$ cat config.mk
export PLATFORM = sky130hd
export DESIGN_NAME = revaluate_batch_scheduler
export DESIGN_NICKNAME = d
export VERILOG_FILES = /design/src/rtl/revaluate_pkg.sv /design/src/rtl/revaluate_watchdog.sv /design/src/rtl/revaluate_batch_scheduler.sv
export SDC_FILE = /design/constraint.sdc
export NUM_CORES = 1
export LEC_CHECK = 0
export CAP_MARGIN = 10
export CORE_MARGIN = 2
export CORE_UTILIZATION = 48
export DETAILED_ROUTE_END_ITERATION = 10
export PLACE_DENSITY = 0.76
export SLEW_MARGIN = 20
export SYNTH_ARGS = -nofsm -noshare
export SYNTH_HDL_FRONTEND = slang
export SYNTH_SLANG_ARGS = --single-unit
$ cat constraint.sdc
create_clock -name clk -period 2.4 [get_ports clk]
set_clock_uncertainty 0.2 [all_clocks]
set_input_delay 0.24 -clock clk [delete_from_list [all_inputs] [get_ports clk]]
set_output_delay 0.24 -clock clk [all_outputs]
set_load 0.02 [all_outputs]
$ cat src/rtl/revaluate_pkg.sv
// Shared definitions for the revaluate batch sequencer: state encoding,
// default sizing and a width helper for small index counters.
package revaluate_pkg;

    localparam int REV_STATE_W     = 4;
    localparam int DEF_NUM_ROUNDS  = 24;
    localparam int DEF_NUM_STAGES  = 4;
    localparam int DEF_BLK_W       = 8;
    localparam int DEF_TIMEOUT     = 255;

    typedef enum logic [REV_STATE_W-1:0] {
        ST_IDLE    = 4'd0,
        ST_LOAD    = 4'd1,
        ST_WAIT_RD = 4'd2,
        ST_ISSUE   = 4'd3,
        ST_WAIT_ST = 4'd4,
        ST_STORE   = 4'd5,
        ST_WAIT_WR = 4'd6,
        ST_NEXT    = 4'd7,
        ST_DONE    = 4'd8,
        ST_ERR     = 4'd9
    } rev_state_e;

    // A counter over n values still needs one bit when n is 1.
    function automatic int idx_width(input int n);
        return (n > 1) ? $clog2(n) : 1;
    endfunction

endpackage

$ cat src/rtl/revaluate_watchdog.sv
// Cycle counter that flags a handshake which has waited TIMEOUT cycles.
// Saturates at TIMEOUT so a long stall cannot wrap back to a safe value.
module revaluate_watchdog
    import revaluate_pkg::*;
#(
    parameter int TIMEOUT = DEF_TIMEOUT
) (
    input  logic clk,
    input  logic rst,
    input  logic clear,
    input  logic enable,
    output logic expired
);

    localparam int CNT_W = (TIMEOUT > 0) ? $clog2(TIMEOUT + 1) : 1;
    localparam logic [CNT_W-1:0] LIMIT = CNT_W'(TIMEOUT);

    logic [CNT_W-1:0] count;

    always_ff @(posedge clk or negedge rst) begin
        if (!rst) begin
            count <= '0;
        end else if (clear) begin
            count <= '0;
        end else if (enable && (count != LIMIT)) begin
            count <= count + 1'b1;
        end
    end

    assign expired = enable && (count == LIMIT);

endmodule

$ cat src/rtl/revaluate_batch_scheduler.sv
// Sequences load / NUM_ROUNDS x NUM_STAGES stage handshakes / store for each
// block of a batch, with a watchdog turning a hung handshake into sticky err.
module revaluate_batch_scheduler
    import revaluate_pkg::*;
#(
    parameter  int NUM_ROUNDS = DEF_NUM_ROUNDS,
    parameter  int NUM_STAGES = DEF_NUM_STAGES,
    parameter  int BLK_W      = DEF_BLK_W,
    parameter  int TIMEOUT    = DEF_TIMEOUT,
    localparam int SEL_W      = idx_width(NUM_STAGES),
    localparam int RND_W      = idx_width(NUM_ROUNDS)
) (
    input  logic             clk,
    input  logic             rst,
    input  logic             start,
    input  logic [BLK_W-1:0] num_blocks,
    output logic             read_file,
    input  logic             read_ready,
    output logic             stage_start,
    output logic [SEL_W-1:0] stage_sel,
    output logic [RND_W-1:0] round_idx,
    input  logic             stage_done,
    output logic             write_file,
    input  logic             write_ack,
    output logic [BLK_W-1:0] blk_idx,
    output logic             busy,
    output logic             finish,
    output logic             err
);

    localparam logic [SEL_W-1:0] LAST_STAGE = SEL_W'(NUM_STAGES - 1);
    localparam logic [RND_W-1:0] LAST_ROUND = RND_W'(NUM_ROUNDS - 1);

    rev_state_e       state;
    rev_state_e       state_next;
    logic [BLK_W-1:0] num_blocks_q;
    logic [BLK_W-1:0] last_blk;
    logic             wd_clear;
    logic             wd_enable;
    logic             wd_expired;
    logic             enter_err;
    logic             accept_start;

    assign last_blk     = num_blocks_q - 1'b1;
    assign accept_start = start && ((state == ST_IDLE) || (state == ST_ERR));

    // Every wait state is entered from exactly one pulse state, so clearing
    // there guarantees a fresh count on the first waiting cycle.
    assign wd_clear  = (state == ST_LOAD) || (state == ST_ISSUE) || (state == ST_STORE);
    assign wd_enable = (state == ST_WAIT_RD) || (state == ST_WAIT_ST) || (state == ST_WAIT_WR);

    revaluate_watchdog #(
        .TIMEOUT (TIMEOUT)
    ) u_watchdog (
        .clk     (clk),
        .rst     (rst),
        .clear   (wd_clear),
        .enable  (wd_enable),
        .expired (wd_expired)
    );

    always_ff @(posedge clk or negedge rst) begin
        if (!rst) begin
            state <= ST_IDLE;
        end else begin
            state <= state_next;
        end
    end

    always_comb begin
        state_next  = state;
        enter_err   = 1'b0;
        read_file   = 1'b0;
        stage_start = 1'b0;
        write_file  = 1'b0;
        finish      = 1'b0;
        busy        = 1'b1;
        case (state)
            ST_IDLE, ST_ERR: begin
                busy = 1'b0;
                if (start) begin
                    state_next = (num_blocks == '0) ? ST_DONE : ST_LOAD;
                end
            end
            ST_LOAD: begin
                read_file  = 1'b1;
                state_next = ST_WAIT_RD;
            end
            ST_WAIT_RD: begin
                if (read_ready) begin
                    state_next = ST_ISSUE;
                end else if (wd_expired) begin
                    enter_err = 1'b1;
                end
            end
            ST_ISSUE: begin
                stage_start = 1'b1;
                state_next  = ST_WAIT_ST;
            end
            ST_WAIT_ST: begin
                if (stage_done) begin
                    if ((stage_sel == LAST_STAGE) && (round_idx == LAST_ROUND)) begin
                        state_next = ST_STORE;
                    end else begin
                        state_next = ST_ISSUE;
                    end
                end else if (wd_expired) begin
                    enter_err = 1'b1;
                end
            end
            ST_STORE: begin
                write_file = 1'b1;
                state_next = ST_WAIT_WR;
            end
            ST_WAIT_WR: begin
                if (write_ack) begin
                    state_next = ST_NEXT;
                end else if (wd_expired) begin
                    enter_err = 1'b1;
                end
            end
            ST_NEXT: begin
                state_next = (blk_idx == last_blk) ? ST_DONE : ST_LOAD;
            end
            ST_DONE: begin
                finish     = 1'b1;
                state_next = ST_IDLE;
            end
            default: begin
                busy       = 1'b0;
                state_next = ST_IDLE;
            end
        endcase
        if (enter_err) begin
            state_next = ST_ERR;
        end
    end

    // Stage and round counters only move on a real stage_done in WAIT_ST;
    // stray handshakes elsewhere leave every index untouched.
    always_ff @(posedge clk or negedge rst) begin
        if (!rst) begin
            num_blocks_q <= '0;
            blk_idx      <= '0;
            round_idx    <= '0;
            stage_sel    <= '0;
            err          <= 1'b0;
        end else begin
            if (accept_start) begin
                num_blocks_q <= num_blocks;
                blk_idx      <= '0;
                round_idx    <= '0;
                stage_sel    <= '0;
                err          <= 1'b0;
            end
            if (enter_err) begin
                err <= 1'b1;
            end
            if ((state == ST_WAIT_ST) && stage_done) begin
                if (stage_sel == LAST_STAGE) begin
                    stage_sel <= '0;
                    if (round_idx != LAST_ROUND) begin
                        round_idx <= round_idx + 1'b1;
                    end
                end else begin
                    stage_sel <= stage_sel + 1'b1;
                end
            end
            if ((state == ST_NEXT) && (blk_idx != last_blk)) begin
                blk_idx   <= blk_idx + 1'b1;
                round_idx <= '0;
            end
        end
    end

endmodule

After elaboration in Yosys (flattened, before gate mapping). Cells that the tools add are included.

Register bits: 36. Input port bits: 14. Output and inout port bits: 21. Logic and storage cells: 85.

Add/sub/neg operators: 5. Eq/ne operators: 20. Multiplexer cells: 33. Reduce and logical (&&, ||, !) cells: 20.

Operators with widths (count): two-way mux 8 bit (4); one-hot mux 4 bit (8 select lines) (1); two-way mux 4 bit (7); two-way mux 5 bit (5); adder 8 x 1 -> 8 bit (second input constant) (2); equality test 4 x 3 -> 1 bit (second input constant) (4); != test 3 bit (second input constant) (4); two-way mux 1 bit (11); equality test 4 x 2 -> 1 bit (second input constant) (2); equality test 4 bit (second input constant) (2); equality test 8 bit (1); equality test 8 bit (second input constant) (1); logical NOT 8 bit (1); != test 8 bit (1); != test 8 bit (second input constant) (1); nonzero test 2 bit (4); OR reduction 8 bit (1); subtractor 8 x 1 -> 8 bit (second input constant) (1); logical AND 1 bit (6); two-way mux 2 bit (3); adder 5 x 1 -> 5 bit (second input constant) (1); equality test 5 bit (second input constant) (1); logical OR 1 bit (5); != test 5 bit (second input constant) (1); 8 further kinds (8).

Depth between registers and ports, before layout. Gate-level depths: netlist (run 1).

Word-level depth: 9. Mapped depth: 9. Gate-level depth less buffers: 8.

Modules after synthesis. Synthesis (run 1) repeated with hierarchy kept, for this count alone.

Cells, all modules: 247. Area total of the unflattened synthesis: 2337.2 um^2.

Modules (own cells, without submodules): revaluate_batch_scheduler (instances 1, cells an instance 200, area an instance 1829.3 um^2); revaluate_watchdog (instances 1, cells an instance 47, area an instance 508.0 um^2).

Worst setup path before layout (run 1). OpenSTA, ideal clock, no wires.

Kind: register to register. From: register num_blocks_q[0]. To: register blk_idx[6]. Setup time: 125 ps. Data arrival time: 1988 ps. Data required time: 2075 ps. Slack: 87 ps. Cell stages (with the launch flop): 10. Buffers on the path: 1. Path through: dfrtp_1 -> inv_1 -> ha_1 -> xnor2_1 -> a311o_1 -> a2111oi_4 -> a21oi_2 -> buf_4 -> o21ai_0 -> o21ai_1.

Cells in the longest elaborated chain, start to end: 4. Elaborated cells on any way between the ends: 5. Classes of those cells: 1 x add/sub; 1 x eq/ne; 1 x mux; 2 x reduce/logical.

RTL lines: start, declared (line revaluate_batch_scheduler.sv:36) `logic [BLK_W-1:0] num_blocks_q;`; start signal, assigned (line revaluate_batch_scheduler.sv:150) `num_blocks_q <= num_blocks;`; subtractor 8 x 1 -> 8 bit (*) (line revaluate_batch_scheduler.sv:44) `assign last_blk = num_blocks_q - 1'b1;`; != test 8 bit (*) (line revaluate_batch_scheduler.sv:169) `if ((state == ST_NEXT) && (blk_idx != last_blk)) begin`; logical AND 1 bit (*) (line revaluate_batch_scheduler.sv:169); two-way mux 8 bit or nonzero test 2 bit (tied branches); end signal, assigned (line revaluate_batch_scheduler.sv:170) `blk_idx <= blk_idx + 1'b1;`; end, declared (line revaluate_batch_scheduler.sv:25) `output logic [BLK_W-1:0] blk_idx,`.

Mark *: on every way between the ends. The rest lies on a longest branch, timed or not. A chain may end at the register's enable or synchronous reset.

Worst setup path after layout (run 1).
From: register num_blocks_q[0]. To: register blk_idx[4].

The elaborated chain is that of the path after synthesis.

==> summary.md, run 1 <==
| Metric | Value |
|---|---|
| DR WL met2 | around 2200 um |
| Routed vias/inst | 5.55 |
| Peak Freq | roughly 440 MHz |
| Total routed wirelength | around 4600 um |
| Vias | around 1,800 |
| Prevailing post-synth register cell | dfrtp_1 |
| Number of flops mapped to enable cells by yosys | 0 |
| Area growth from synthesis to layout | 27.1% |
| Core area | roughly 4400 sq um |
| Syn_area_per_cell | a little over 9 sq um |
| Worst setup path category | reg -> reg |
| Net count after synthesis | between 200 and 300 |
| Die Wd | about 70 um |
| Number of port buffers | 34 |
| DRT met1 WL | roughly 2300 um |
| Outcome | finished, final reports clean |
| Number of DRC markers in iteration 0 | ~130 |
| Diode count | 0 |
| Die H | around 71 um |
| Post-layout nets | approximately 300 |
| Syn Inst Count | roughly 230 |
| Root buffer cell | clkbuf_8 |
| Initial Util | between 40% and 50% |
| Share of post-route cells with drive strength above 1 | 14.9% |
| Commonest cells in the netlist | dfrtp_1, nor2_1, nand2_1, nand3_1, o21ai_0 |
| Fin crit period | about 2300 ps |
| Clock Path Buffers | 2 |
| Die Area | about 5100 sq um |
| Pins Over Slew Limit | 0 |
| Row cnt | 24 |
| Slowest stage delay, CP | between 500 and 600 ps |
| Worst-Skew Late Latency | around 290 ps |
| GRT Total Usage | 20.0% |
| CTS Hold Bufs | 0 |
| Largest net degree at the start of global routing | 37 |
| Largest area contributor in the netlist | dfrtp_1 |
| Post-CTS Setup Bufs | 0 |
| Clock transition at path regs | around 70 ps |
| TritonRoute pass-1 iters | 4 |
| Synth cell types | 51 |
| Final Cycle Share | between 90% and 100% |
| Critical Path Source Type | flop |
| Number of nets still failing antenna checks after routing | 0 |
| Worst min-delay path class | in -> async |
| Total clock sinks | 36 |
| Critical path endpoint category | flop |
| Vias in the first global route | approximately 1,800 |
| Most used cell, CP | buf_4 |
| Synth async-reset ratio | 100% |
| Syn Std Cell Area | around 2200 sq um |
| Area contributors post-synth | dfrtp_1, mux2_2, nor2_1, nand2_1, xor2_1 |
| TritonCTS clock tree | built |
| H-tree Lvls | 2 |
| Number of max-cap violations | 0 |
| Tightest Pin Transition | approximately 450 ps |
| CP Cell Sequence | buf_4 -> or4_4 -> a2111oi_4 -> or3b_4 -> a21oi_2 -> buf_4 -> o21ai_0 -> o21ai_1 |
| Detailed route wirelength on metal3 | about 140 um |
| Final Hold Vio Count | 0 |
| CP required | 2370 ps |
| # IOs | 35 |
| Core Util, Final | a little under two thirds |
| VDD IR-drop max | just over 0.0006 V |
| Setup TNS | 0 ps |
| WHS | roughly 170 ps |
| Rel. slew slack | 69.7% |
| Routability cong. | approximately 0.82 |
| FF+latch count, synth | 36 |
| Synth warn | 0 |
| Crit path DAT | between 2000 and 2500 ps |
| Avg WL per Cell | ~14 um |
| Slowest CP cell | or4_4 |
| Register area share after synthesis | 41.4% |
| First-pass GRT wire length | approximately 8100 um |
| Most common cell in the netlist | dfrtp_1 |
| Largest fanout on the critical path | 9 |
| TritonCTS buffer count | 5 |
| Leakage | approximately 1.2 nW |
| Top sig layer | met4 |
| Global-route congestion overflow total | 0 |
| Final setup fails | 0 |
| # DRC | 0 |
| Power density cells | just under 1000 nW/um^2 |
| DPL Wire Length | approximately 3400 um |
| Initial antenna violation count | 0 |
| Yosys top cell area share | about two fifths |
cell type report:
cell class,count,area (sq um)
Clock buffer,6,82.6
Timing Repair Buffer,45,425
Multi-Input combinational cell,181,1240
Sequential cell,36,902
Fill cell,367,1590
Clock inverter,2,10.0
Tap cell,52,65.1
Inverter,11,41.3
per-stage QoR:
stage	power, W	setup slack, ps	std cells	cell area [sq um]
6_report	0.00272	121	333	2770
5_1_grt	0.00293	-4.77	333	2770
4_1_cts	0.00268	7.08	333	2730
3_5_place_dp	0.00223	51.0	325	2630
3_3_place_gp	0.00220	103	325	2630
2_1_floorplan	0.00182	86.5	234	2180
what timing repair did:
item / in CTS / in global routing
endpoints found under the setup margin: 0 / 18
resized for setup: 0 / 9
endpoints found under the hold margin: 0 / 0
worst paths after layout:
check,start,to,slack (ps),depth (start not counted)
setup / recovery,num_blocks_q[0]$_DFFE_PN0P_,blk_idx[4]$_DFFE_PN0P_,120,8
setup reg to reg,num_blocks_q[0]$_DFFE_PN0P_,blk_idx[4]$_DFFE_PN0P_,120,8
max in group asynchronous,rst,state[1]$_DFFE_PN0P_,1490,2
hold / removal,rst,blk_idx[2]$_DFFE_PN0P_,170,2
min in group clk,err$_DFFE_PN0P_,err$_DFFE_PN0P_,300,2
hold reg to reg,err$_DFFE_PN0P_,err$_DFFE_PN0P_,300,2
sequential cells by signal, indices dropped and copies added (netlist names):
| register | count |
|---|---|
| stage_sel | 2 |
| num_blocks_q | 8 |
| blk_idx | 8 |
| round_idx | 5 |
| u_watchdog.count | 8 |
| state | 4 |
| err | 1 |
kinds of logic after synthesis:
group           after synthesis  synth area share (%)
flops                        36                  41.4
xor+xnor                     18                  7.88
simple gates                 99                  23.7
mux                          11                  5.58
fa+ha+maj                     5                  2.88
buf+inv                      17                  3.34
compound gates               48                  15.2
layout by cell type, fill, tap and decap left out, types with 7 or more instances in the layout:
cell and n:
o21ai_0 13, inv_1 11, mux2_2 9, nor2_1 23, xor2_1 9, dfrtp_1 35, buf_4 11, o21ai_1 7
nand3_1 13, nand2_1 21, xnor2_1 8, clkdlybuf4s50_1 33
critical path, delay by kind of cell, from the launching register on:
| kind | cells | cell delay, ps |
|---|---|---|
| compound gates | 4 | 520 |
| buf+inv | 2 | 330 |
| flops | 1 | 390 |
| simple gates | 2 | 730 |
power by group:
part           switching, W  internal (W)  total (W)
Sequential         0.000211      0.000750   0.000961
Clock              0.000222      0.000229   0.000452
Combinational      0.000664      0.000647    0.00131
Total               0.00110       0.00163    0.00272
layer usage:
layer	GRT usage, %	up-vias
met5	0	-
li1	-	930
met3	5.06	4
met2	31.6	29
met4	6.92	0
met1	26.8	884
Note: power is estimated with default switching activity, not from simulation.
==> run 2: changes to the inputs <==
--- a/config.mk
+++ b/config.mk
@@ -7,9 +7,9 @@
 export LEC_CHECK = 0
 export CAP_MARGIN = 10
 export CORE_MARGIN = 2
-export CORE_UTILIZATION = 48
+export CORE_UTILIZATION = 49
 export DETAILED_ROUTE_END_ITERATION = 10
-export PLACE_DENSITY = 0.76
+export PLACE_DENSITY = 0.74
 export SLEW_MARGIN = 20
 export SYNTH_ARGS = -nofsm -noshare
 export SYNTH_HDL_FRONTEND = slang
==> constraint.sdc (replaced) <==
create_clock -name clk -period 2.9 [get_ports clk]
set_clock_uncertainty 0.2 [all_clocks]
set_input_delay 0.29 -clock clk [delete_from_list [all_inputs] [get_ports clk]]
set_output_delay 0.29 -clock clk [all_outputs]
set_load 0.02 [all_outputs]
==> run 2 against run 1 <==
Sequential power decreased by 17%. Final area decreased by 3.1%. Combinational power is 24% lower. Register-to-register slack better by 120 ps. Sequential cell count unchanged. Clock-buffer cell count stayed put. Final cell count fell by 2.4%. Wire length shrank 2.7%. Global-route usage is 0.27 points lower. Maximum frequency down 14%. Critical path depth decreased by 2. Worst hold slack better by 50 ps.
==> summary.md, run 2 (synthesized netlist as in run 1, its figures left out) <==
| Metric | Value |
|---|---|
| Initial Util | roughly 50% |
| Root buffer cell | clkbuf_8 |
| Share of post-route cells with drive strength above 1 | 9.89% |
| Crit. Startpoint | num_blocks_q[0]$_DFFE_PN0P_ |
| TritonRoute pass-1 iters | 4 |
| VDD IR-drop max | roughly 0.00059 V |
| Switching share of total power | between 30 and 40% |
| Area growth from synthesis to layout | 23.2% |
| # IOs | 35 |
| Avg WL per Cell | about 14 um |
| Fillers | 397 |
| First-pass GRT wire length | approximately 7900 um |
| Setup crit end | round_idx[4]$_DFF_PN0_ |
| Diode count | 0 |
| Fin worst setup slack | 242 ps |
| Internal | about 0.0014 W |
| Clock Path Buffers | 2 |
| Critical path endpoint category | flop |
| Worst setup path category | reg -> reg |
| Post-CTS sizing | 0 |
| Final Cycle Share | approximately 90% |
| R2R cell count | 6 |
| Vias in the first global route | approximately 1,700 |
| Power density cells | about 830 nW/um^2 |
| Number of nets still failing antenna checks after routing | 0 |
| Number of DRC markers in iteration 0 | between 100 and 150 |
| Row cnt | 24 |
| Post-layout nets | about 290 |
| Comb pwr share | approximately 45% |
| Multi-input gate area | 1200 sq um |
| Global-route congestion overflow total | 0 |
| H-tree Lvls | 2 |
| Crit path DAT | approximately 2600 ps |
| Number of max-cap violations | 0 |
| Worst R2R Start | num_blocks_q[0]$_DFFE_PN0P_ |
| # DRC | 0 |
| Vias | 1,863 |
| Tightest Pin Transition | 710 ps |
| Post-place setup slack | 251 ps |
| Largest net degree at the start of global routing | 37 |
| Pins Over Slew Limit | 0 |
| Core area | around 4300 sq um |
| Setup TNS | 0 ps |
| Routed vias/inst | 5.73 |
| Post-CTS Setup Bufs | 0 |
| Initial antenna violation count | 0 |
| Switch Pwr | roughly 0.0009 W |
| Peak Freq | 376 MHz |
| Most common cell after layout, fill and taps aside | dfrtp_1 |
| Routability cong. | ~0.87 |
| TritonCTS buffer count | 5 |
| Final setup fails | 0 |
| Critical Path Source Type | flop |
| Largest regs | blk_idx: 8 flops, num_blocks_q: 8 flops, u_watchdog.count: 8 flops |
| DPL Wire Length | between 3000 and 4000 um |
| Worst-Skew Late Latency | 290 ps |
| PnR Total Power | around 0.0022 W |
| TritonCTS clock tree | built |
| Setup slack, reg-to-reg | between 200 and 250 ps |
| Final Hold Vio Count | 0 |
| GRT Total Usage | 19.7% |
| Largest fanout on the critical path | 15 |
| Clock transition at path regs | around 80 ps |
| CTS Hold Bufs | 0 |
| CP required | ~2900 ps |
| Outcome | finished, final reports clean |
| Total routed wirelength | between 4000 and 5000 um |
| Total clock sinks | 36 |
| Flop pwr share | about 36% |
| Leakage | between 1 and 1.5 nW |
| Worst min-delay path class | in -> async |
| FF-to-FF End | round_idx[4]$_DFF_PN0_ |
| Fin crit period | around 2700 ps |
| Die Wd | 70.6 um |
| Rel. slew slack | 52.5% |
| Core Util, Final | 62.0% |
| Die H | slightly above 70 um |
| Number of port buffers | 34 |
| Sequential standard cell area | approximately 900 sq um |
| Die Area | approximately 5000 sq um |
| RSZ-0062 raised after global routing | no |
| Commonest non-fill, non-tap cells in the layout | dfrtp_1, clkdlybuf4s50_1, nor2_1 |
| Clock power frac | 19.7% |
## run 2: cell types whose count changed in the layout (fill, tap and decap cells not counted), sizes merged
| cell | previous run | this run |
|---|---|---|
| buf | 11 | 3 |
| clkdlybuf4s50 | 33 | 34 |
| clkinv | 2 | 1 |
| dlymetal6s2s | 1 | 0 |
| bufinv | 0 | 1 |
## run 2: area by class of cell
type,count,area share [%]
clock buffer,6,2.71
clock inverter,2,1.31
inverter,11,1.54
multi-input combinational,181,44.9
sequential,36,33.6
tap,52,2.43
timing repair buffer,37,13.5
## run 2: how the worst min path moves through the flow
stage               depth (start not counted)            start                     end
finish                                      2              rst  round_idx[2]$_DFF_PN0_
global route                                2              rst  round_idx[3]$_DFF_PN0_
CTS                                         2              rst  round_idx[2]$_DFF_PN0_
detailed placement                          2  err$_DFFE_PN0P_         err$_DFFE_PN0P_
global placement                            2  err$_DFFE_PN0P_         err$_DFFE_PN0P_
floorplan                                   0              rst  blk_idx[0]$_DFFE_PN0P_
## run 2: stage by stage
stage	cell area (sq um)	hold WS, ps	instances
after global placement	2570	268	317
final	2680	222	325
after global routing	2680	287	325
after floorplan	2180	-206	234
after detailed placement	2570	271	317
after CTS	2680	237	325
## run 2: metal layers
layer	routed length (um)	share of wire, %	global-route usage [%]	up-vias
li1	-	-	-	920
met1	2200	49	28.8	898
met2	2080	46	30.0	41
met3	199	4.4	4.70	4
met4	37	0.82	4.40	0
met5	0	0	0	-
## run 2: worst max-delay path, cell delays in order (launching register included)
cell	delay [ps]
dfrtp_1	430
nor4_1	410
a221oi_1	150
or3b_1	420
a21oi_2	530
nand2b_4	290
o22ai_1	100
## run 2: power by group through the flow
stage	sequential [W]	combinational, W	clock (W)
3_3_place_gp	0.000800	0.000980	0
6_report	0.000800	0.000996	0.000441
4_1_cts	0.000795	0.00100	0.000447
5_1_grt	0.000820	0.00111	0.000471
2_1_floorplan	0.000750	0.000760	0
3_5_place_dp	0.000803	0.000996	0
==> run 3: changes to the inputs <==
--- a/config.mk
+++ b/config.mk
@@ -10,6 +10,7 @@
 export CORE_UTILIZATION = 49
 export DETAILED_ROUTE_END_ITERATION = 10
 export PLACE_DENSITY = 0.74
+export SKIP_CTS_REPAIR_TIMING = 1
 export SLEW_MARGIN = 20
 export SYNTH_ARGS = -nofsm -noshare
 export SYNTH_HDL_FRONTEND = slang
==> results of run 3 <==
Final layout, timing and power as in run 2 (identical DEF).
